**config.mk**
```make
export PLATFORM = sky130hd
export DESIGN_NAME = fmadd_mul_pn_pipe_flat
export DESIGN_NICKNAME = d
export VERILOG_FILES = /design/src/rtl/fmadd_pkg.sv /design/src/rtl/fmadd_mul_pn_pipe_if.sv /design/src/rtl/fmadd_lzc.sv /design/src/rtl/fmadd_mul_pn_pipe.sv /design/src/flat_wrapper.sv
export SDC_FILE = /design/constraint.sdc
export NUM_CORES = 1
export LEC_CHECK = 0
export CAP_MARGIN = 20
export CORE_ASPECT_RATIO = 1.2
export CORE_MARGIN = 4
export CORE_UTILIZATION = 45
export DETAILED_ROUTE_END_ITERATION = 10
export HOLD_SLACK_MARGIN = 0.12
export MAX_ROUTING_LAYER = met4
export PLACE_DENSITY = 0.76
export SETUP_SLACK_MARGIN = 0.1
export SLEW_MARGIN = 25
export SYNTH_ARGS = -nofsm -noshare
export SYNTH_HDL_FRONTEND = slang
export SYNTH_SLANG_ARGS = --single-unit
```
**constraint.sdc**
```tcl
create_clock -name clk -period 4.09 [get_ports clk]
set_clock_uncertainty 0.05 [all_clocks]
set_input_delay 0.818 -clock clk [delete_from_list [all_inputs] [get_ports clk]]
set_output_delay 0.818 -clock clk [all_outputs]
set_load 0.01 [all_outputs]
```
**src/rtl/fmadd_pkg.sv**
```systemverilog
// Shared sizing for the product normalizer: format defaults and width derivations
// used by the pipeline, its interface and the leading-zero counter.
package fmadd_pkg;
  localparam int EXP_W_DEF = 8;
  localparam int MAN_W_DEF = 7;
  localparam int BIAS_DEF  = 127;

  function automatic int prod_w(input int man_w);
    return 2 * man_w + 2;
  endfunction

  function automatic int lzc_w(input int p);
    return $clog2(p + 1);
  endfunction

  // Signed exponent width: two guard bits above the double-biased sum plus sign.
  function automatic int sexp_w(input int exp_w);
    return exp_w + 3;
  endfunction

  localparam int SEXP_W_DEF = sexp_w(EXP_W_DEF);
endpackage

```
**src/rtl/fmadd_mul_pn_pipe_if.sv**
```systemverilog
// Valid/ready handshake bundle for the product normalizer: product in, packed result out.
interface fmadd_mul_pn_pipe_if
  import fmadd_pkg::*;
#(
  parameter int EXP_W = EXP_W_DEF,
  parameter int MAN_W = MAN_W_DEF
);
  localparam int P = prod_w(MAN_W);

  logic                 in_valid;
  logic                 in_ready;
  logic                 in_sign;
  logic [EXP_W:0]       in_exp_db;
  logic [P-1:0]         in_prod;
  logic                 out_valid;
  logic                 out_ready;
  logic [EXP_W+P+1:0]   out_no;
  logic                 out_sticky;
  logic                 out_ovf;

  modport master (
    output in_valid, in_sign, in_exp_db, in_prod, out_ready,
    input  in_ready, out_valid, out_no, out_sticky, out_ovf
  );

  modport slave (
    input  in_valid, in_sign, in_exp_db, in_prod, out_ready,
    output in_ready, out_valid, out_no, out_sticky, out_ovf
  );
endinterface

```
**src/rtl/fmadd_lzc.sv**
```systemverilog
// Combinational leading-zero counter; an all-zero input reports the full width P.
module fmadd_lzc
  import fmadd_pkg::*;
#(
  parameter int P    = prod_w(MAN_W_DEF),
  parameter int LZ_W = lzc_w(P)
) (
  input  logic [P-1:0]    i_data,
  output logic [LZ_W-1:0] o_cnt
);
  logic w_found;

  always_comb begin
    o_cnt   = LZ_W'(P);
    w_found = 1'b0;
    for (int i = P - 1; i >= 0; i--) begin
      if (!w_found && i_data[i]) begin
        o_cnt   = LZ_W'(P - 1 - i);
        w_found = 1'b1;
      end
    end
  end
endmodule

```
**src/rtl/fmadd_mul_pn_pipe.sv**
```systemverilog
// Two-stage normalizer for raw multiplier products (S1: LZC + exponent, S2: shift + pack).
// Define FMADD_PN_PIPE_EXACT_STICKY_EN to make out_sticky the OR of all denormal shift-out bits.
module fmadd_mul_pn_pipe
  import fmadd_pkg::*;
#(
  parameter int EXP_W = EXP_W_DEF,
  parameter int MAN_W = MAN_W_DEF,
  parameter int BIAS  = BIAS_DEF
) (
  input  logic               clk,
  input  logic               rst_l,
  fmadd_mul_pn_pipe_if.slave bus
);
  localparam int P    = prod_w(MAN_W);
  localparam int LZ_W = lzc_w(P);
  localparam int EW   = sexp_w(EXP_W);

  function automatic logic [P-1:0] denorm_shift(input logic [P-1:0] norm,
                                                input logic signed [EW-1:0] e);
    int sh;
    sh = 1 - int'(e);
    if (sh > P) sh = P;
    return norm >> sh;
  endfunction

`ifdef FMADD_PN_PIPE_EXACT_STICKY_EN
  function automatic logic lost_bits(input logic [P-1:0] norm,
                                     input logic signed [EW-1:0] e);
    int           sh;
    logic [P-1:0] mask;
    sh = 1 - int'(e);
    if (sh > P) sh = P;
    mask = (sh >= P) ? '1 : ((P'(1) << sh) - P'(1));
    return |(norm & mask);
  endfunction
`endif

  logic                 w_s1_adv;
  logic                 w_in_fire;
  logic                 w_s2_load;
  logic [LZ_W-1:0]      w_lz_p0;
  logic signed [EW-1:0] w_e_p0;

  logic                 r_vld_p1;
  logic                 r_sign_p1;
  logic [P-1:0]         r_prod_p1;
  logic [LZ_W-1:0]      r_lz_p1;
  logic signed [EW-1:0] r_e_p1;

  logic [P-1:0]         w_norm_p1;
  logic [P-1:0]         w_man_p1;
  logic [EXP_W:0]       w_exp_p1;
  logic                 w_zero_p1;
  logic                 w_denorm_p1;
  logic                 w_ovf_p1;
  logic                 w_sticky_p1;

  logic                 r_vld_p2;
  logic [EXP_W+P+1:0]   r_no_p2;
  logic                 r_sticky_p2;
  logic                 r_ovf_p2;

  assign w_s1_adv     = !r_vld_p2 || bus.out_ready;
  assign bus.in_ready = !r_vld_p1 || w_s1_adv;
  assign w_in_fire    = bus.in_valid && bus.in_ready;
  assign w_s2_load    = r_vld_p1 && w_s1_adv;

  // ---- stage 0 -> S1: leading-zero count and unbiased exponent
  fmadd_lzc #(.P(P), .LZ_W(LZ_W)) u_lzc (
    .i_data (bus.in_prod),
    .o_cnt  (w_lz_p0)
  );

  assign w_e_p0 = $signed({2'b00, bus.in_exp_db}) - $signed(EW'(BIAS)) + $signed(EW'(1))
                - $signed({{(EW - LZ_W){1'b0}}, w_lz_p0});

  always_ff @(posedge clk or negedge rst_l) begin
    if (!rst_l) begin
      r_vld_p1  <= 1'b0;
      r_sign_p1 <= 1'b0;
      r_prod_p1 <= '0;
      r_lz_p1   <= '0;
      r_e_p1    <= '0;
    end else begin
      if (bus.in_ready) r_vld_p1 <= bus.in_valid;
      if (w_in_fire) begin
        r_sign_p1 <= bus.in_sign;
        r_prod_p1 <= bus.in_prod;
        r_lz_p1   <= w_lz_p0;
        r_e_p1    <= w_e_p0;
      end
    end
  end

  // ---- S1 -> S2: normalize, denormalize when E <= 0, pack
  assign w_norm_p1   = r_prod_p1 << r_lz_p1;
  assign w_zero_p1   = (r_prod_p1 == '0);
  assign w_denorm_p1 = (r_e_p1 < $signed(EW'(1)));
  assign w_ovf_p1    = !w_zero_p1 && (r_e_p1 >= $signed(EW'((1 << EXP_W) - 1)));

  always_comb begin
    w_man_p1 = w_norm_p1;
    w_exp_p1 = r_e_p1[EXP_W:0];
    if (w_zero_p1) begin
      w_man_p1 = '0;
      w_exp_p1 = '0;
    end else if (w_denorm_p1) begin
      w_man_p1 = denorm_shift(w_norm_p1, r_e_p1);
      w_exp_p1 = '0;
    end
  end

`ifdef FMADD_PN_PIPE_EXACT_STICKY_EN
  assign w_sticky_p1 = !w_zero_p1 && w_denorm_p1 && lost_bits(w_norm_p1, r_e_p1);
`else
  assign w_sticky_p1 = !w_zero_p1 && (w_man_p1 == '0);
`endif

  always_ff @(posedge clk or negedge rst_l) begin
    if (!rst_l) begin
      r_vld_p2    <= 1'b0;
      r_no_p2     <= '0;
      r_sticky_p2 <= 1'b0;
      r_ovf_p2    <= 1'b0;
    end else begin
      if (w_s1_adv) r_vld_p2 <= r_vld_p1;
      if (w_s2_load) begin
        r_no_p2     <= {r_sign_p1, w_exp_p1, w_man_p1};
        r_sticky_p2 <= w_sticky_p1;
        r_ovf_p2    <= w_ovf_p1;
      end
    end
  end

  assign bus.out_valid  = r_vld_p2;
  assign bus.out_no     = r_no_p2;
  assign bus.out_sticky = r_sticky_p2;
  assign bus.out_ovf    = r_ovf_p2;
endmodule

```
**src/flat_wrapper.sv**
```systemverilog
// flat-port wrapper written by rule: the top's interface ports become plain ports
module fmadd_mul_pn_pipe_flat import fmadd_pkg::*;
#(
  parameter int EXP_W = EXP_W_DEF,
  parameter int MAN_W = MAN_W_DEF,
  parameter int BIAS  = BIAS_DEF
)
  (clk, rst_l, bus_in_valid, bus_in_sign, bus_in_exp_db, bus_in_prod, bus_out_ready, bus_in_ready, bus_out_valid, bus_out_no, bus_out_sticky, bus_out_ovf);
  fmadd_mul_pn_pipe_if #(.EXP_W(EXP_W), .MAN_W(MAN_W)) bus_i ();
  input  logic clk;
  input  logic rst_l;
  input wire logic [$bits(bus_i.in_valid)-1:0] bus_in_valid;
  input wire logic [$bits(bus_i.in_sign)-1:0] bus_in_sign;
  input wire logic [$bits(bus_i.in_exp_db)-1:0] bus_in_exp_db;
  input wire logic [$bits(bus_i.in_prod)-1:0] bus_in_prod;
  input wire logic [$bits(bus_i.out_ready)-1:0] bus_out_ready;
  output wire logic [$bits(bus_i.in_ready)-1:0] bus_in_ready;
  output wire logic [$bits(bus_i.out_valid)-1:0] bus_out_valid;
  output wire logic [$bits(bus_i.out_no)-1:0] bus_out_no;
  output wire logic [$bits(bus_i.out_sticky)-1:0] bus_out_sticky;
  output wire logic [$bits(bus_i.out_ovf)-1:0] bus_out_ovf;
  assign bus_i.in_valid = bus_in_valid;
  assign bus_i.in_sign = bus_in_sign;
  assign bus_i.in_exp_db = bus_in_exp_db;
  assign bus_i.in_prod = bus_in_prod;
  assign bus_i.out_ready = bus_out_ready;
  assign bus_in_ready = bus_i.in_ready;
  assign bus_out_valid = bus_i.out_valid;
  assign bus_out_no = bus_i.out_no;
  assign bus_out_sticky = bus_i.out_sticky;
  assign bus_out_ovf = bus_i.out_ovf;
  fmadd_mul_pn_pipe #(.EXP_W(EXP_W), .MAN_W(MAN_W), .BIAS(BIAS)) u_core (.clk(clk), .rst_l(rst_l), .bus(bus_i));
endmodule
```
==> run metrics <==
status=complete, no violations; ant diodes=0; post-route ant nets=0; # setup viols final=0; Clock power frac=around a fifth; GRT Overall Usage=26.6%; Post-synth EDFFs=0; Core Area=12100 sq um; largest net degree at the start of global routing=49; post-synth cell types=71; Avg Inst Size Synth=9.14 sq um; Final period util=95.6%; top cell type by total area after synthesis=dfrtp_1; Routed Wire Length=~18 mm; pwr/cell area=508 nW/um^2; # Max-Cap Violations=0; Hold-fix buffers, CTS=0; Synth Register Bits=63; overall power=between 3 and 4 mW; Fmax=between 200 and 300 MHz; Layout area overhead=27.2%; deepest level of the CTS H-tree=3; crit start category=primary input; Psw=~1.5 mW; sequential fraction of the synthesis area=28.6%; placed cell count=833; GRT overflow=0; fill cell instance count of the final layout=1031; synth warn=0; CP max-delay cell=clkdlybuf4s50_1; global-route wire length before repair=28.3 mm; ys flop type=dfrtp_1; Iter 0 DRT Violations=304; Final min period=roughly 4 ns; max-slew violations=0; crit end category=flip-flop; slew margin rel.=43.8%; Bufs on Longest Clock Path=2; vias in the first global route=5314; commonest non-fill, non-tap cell in the layout=dfrtp_1; gpl congestion=roughly 1; Routed WL per cell=20.7 um; sw frac=42.0%; Gate Count Post-Synth=604; IO Port Bufs=59; critical path cell sequence=clkdlybuf4s50_1 > nor3_2 > nor3_2 > nor3_1 > nor3_1 > nor3_1 > nor3_2 > ha_1 > inv_1 > ha_2 > inv_1 > fa_2 > inv_1 > a21oi_1 > o21bai_1 > a21oi_1 > o21bai_1 > a21o_1 > a21oi_2 > xor2_1 > o21ai_1; Worst Path Class, Setup=in2reg; Die W=between 100 and 150 um; most frequent cells in the layout=dfrtp_1, buf_4, nand2_1, clkdlybuf4s50_1; DRT Pass-1 Iters=6; IO Count=60; Via-to-Cell Ratio=6.29; Via Count=5419; worst-path fanout max=2; unrepaired setup endpoints after global routing=no; cell internal pwr=2.07 mW; Yosys top cell area share=28.6%; Mapped Area=5520 sq um; Seq pwr share=25.7%; Non-Filler Instances=862; VDD IR-drop max=0.254 mV; Die Y=roughly 130 um; effective utilization at floorplan=45.8%; CP delay by family, top=compound AO/OA/AOI/OAI gates; DP HPWL=between 10 and 15 mm; Tightest Hold Check Type=reg2reg; LEAKAGE=2.84 nW; Area contributors post-synth=dfrtp_1, mux4_2, mux2_2; WP buf/inv=4; worst endpoint required time=approximately 4.2 ns; worst skew pair latency=0.34 ns; Worst EP arrival=between 4 and 5 ns; Synth async-reset ratio=100%; Root Buffer=clkbuf_16; Cell Rows=44; combinational power share=54.2%; CTS clock-pin slew for the worst setup and hold paths=around 0.05 ns; final hold violations=0; Sink Count=63; Num CTS Buffers=9; initial antenna violation count=0; CTS tree=done; final net count=744; detailed-route DRC error count=0; syn nets=between 600 and 700; die area=14100 sq um; slowest cell delay on critical path=between 0.4 and 0.5 ns; worst slew pin tran=0.839 ns; share of cells above drive strength 1=around a quarter
-- flip-flops by register name, summed over array words and instances, names as in the netlist --
register and cells:
u_core.bus.out_no 26, u_core.r_prod_p1 16, u_core.r_e_p1 11, u_core.r_lz_p1 5
u_core.bus.out_ovf 1, u_core.bus.out_sticky 1, u_core.bus.out_valid 1, u_core.r_sign_p1 1
u_core.r_vld_p1 1
-- path summary, 6_finish.rpt --
check | from | endpoint | slack [ns] | depth (start not counted)
min reg2reg | u_core.bus.out_no[8] | u_core.bus.out_no[8] | 0.42 | 2
min | u_core.bus.out_no[8] | u_core.bus.out_no[8] | 0.42 | 2
max in group asynchronous | rst_l | u_core.r_lz_p1[0] | 2.61 | 2
max reg2reg | u_core.r_e_p1[1] | u_core.bus.out_sticky | 0.26 | 13
max | bus_in_prod[4] | u_core.r_e_p1[9] | 0.18 | 21
min in group asynchronous | rst_l | u_core.bus.out_no[18] | 0.45 | 1
-- layer usage --
metal / routed length, um / track usage (%) / share of wire (%) / vias up
met5: 0 / - / 0 / -
li1: - / - / - / 2501
met2: 8900 / 43.9 / 50 / 248
met4: 901 / 13.2 / 5.0 / 0
met1: 7020 / 31.7 / 39 / 2592
met3: 1050 / 3.74 / 5.8 / 78
-- timing repair --
action / in CTS / in global routing
pin swaps: 14 / 15
gates resized for setup: 10 / 25
buffers inserted: 4 / 9
cloned: 0 / 0
endpoints found under the hold margin: 0 / 0
endpoints found under the setup margin: 3 / 8
-- tightest hold or removal path, cell delays in order (launching register included) --
cell and delay [ns]:
dfrtp_1 0.34, nand2_1 0.04, o21ai_0 0.05
-- power by group through the flow --
stage | Combinational [mW] | Sequential, mW | Clock, mW
floorplan | 1.11 | 0.916 | 0
global placement | 1.80 | 0.915 | 0
detailed placement | 1.80 | 0.927 | 0
CTS | 1.82 | 0.917 | 0.728
global route | 2.07 | 0.941 | 0.756
finish | 1.93 | 0.917 | 0.716
-- cell usage after synthesis (all sizes together) (3+ instances only) --
cell and number:
o21ai 41, o2111ai 4, clkbuf 27, a22o 10, or3 3, a2bb2oi 3, nor4 17, a21o 4
o32ai 5, mux4 20, nor3 24, nor2 33, xor2 9, nor2b 7, inv 22, nand3b 5
nand2 56, ha 17, and2 6, nand3 22, dfrtp 63, o31ai 9, or4 4, xnor2 10
nand4 15, mux2 33, a32oi 3, and3 3, o211ai 10, and4 3, nand2b 8, o41ai 3
mux2i 15, a21oi 24, a22oi 8, buf 11, a211oi 10, o21bai 5, a31oi 10
-- through the flow --
| stage | area (sq um) | hold slack (ns) | setup TNS (ns) | utilization (%) | setup slack, ns |
|---|---|---|---|---|---|
| global placement | 6490 | 0.414 | -0.655 | 53.8 | -0.280 |
| finish | 7020 | 0.422 | 0 | 58.2 | 0.181 |
| global route | 7020 | 0.443 | 0 | 58.2 | 0.0251 |
| floorplan | 5520 | 0.407 | 0 | - | 0.395 |
| detailed placement | 6490 | 0.421 | -1.12 | 53.8 | -0.415 |
| CTS | 6820 | 0.433 | 0 | 56.6 | 0.120 |
-- cell families (layout without fill, tap and decap cells) --
logic type | Yosys count | after routing | synth area share [%]
AND/OR/NAND/NOR | 214 | 214 | 21.9
AO/OA/AOI/OAI | 162 | 162 | 20.1
multiplexers | 68 | 68 | 17.6
flip-flops | 63 | 63 | 28.6
buffers and inverters | 60 | 157 | 4.60
XOR/XNOR | 19 | 19 | 3.02
adder cells (fa/ha/maj) | 18 | 18 | 4.22
-- cell type report --
class / instances / area (sq um) / share of cell area, %
Clock buffer: 13 / 260 / 3.71
Clock inverter: 3 / 17.5 / 0.250
Inverter: 22 / 82.6 / 1.18
Multi-Input combinational cell: 481 / 3840 / 54.8
Sequential cell: 63 / 1580 / 22.5
Tap cell: 161 / 201 / 2.87
Timing Repair Buffer: 119 / 1030 / 14.7
Note: power is estimated with default switching activity, not from simulation.
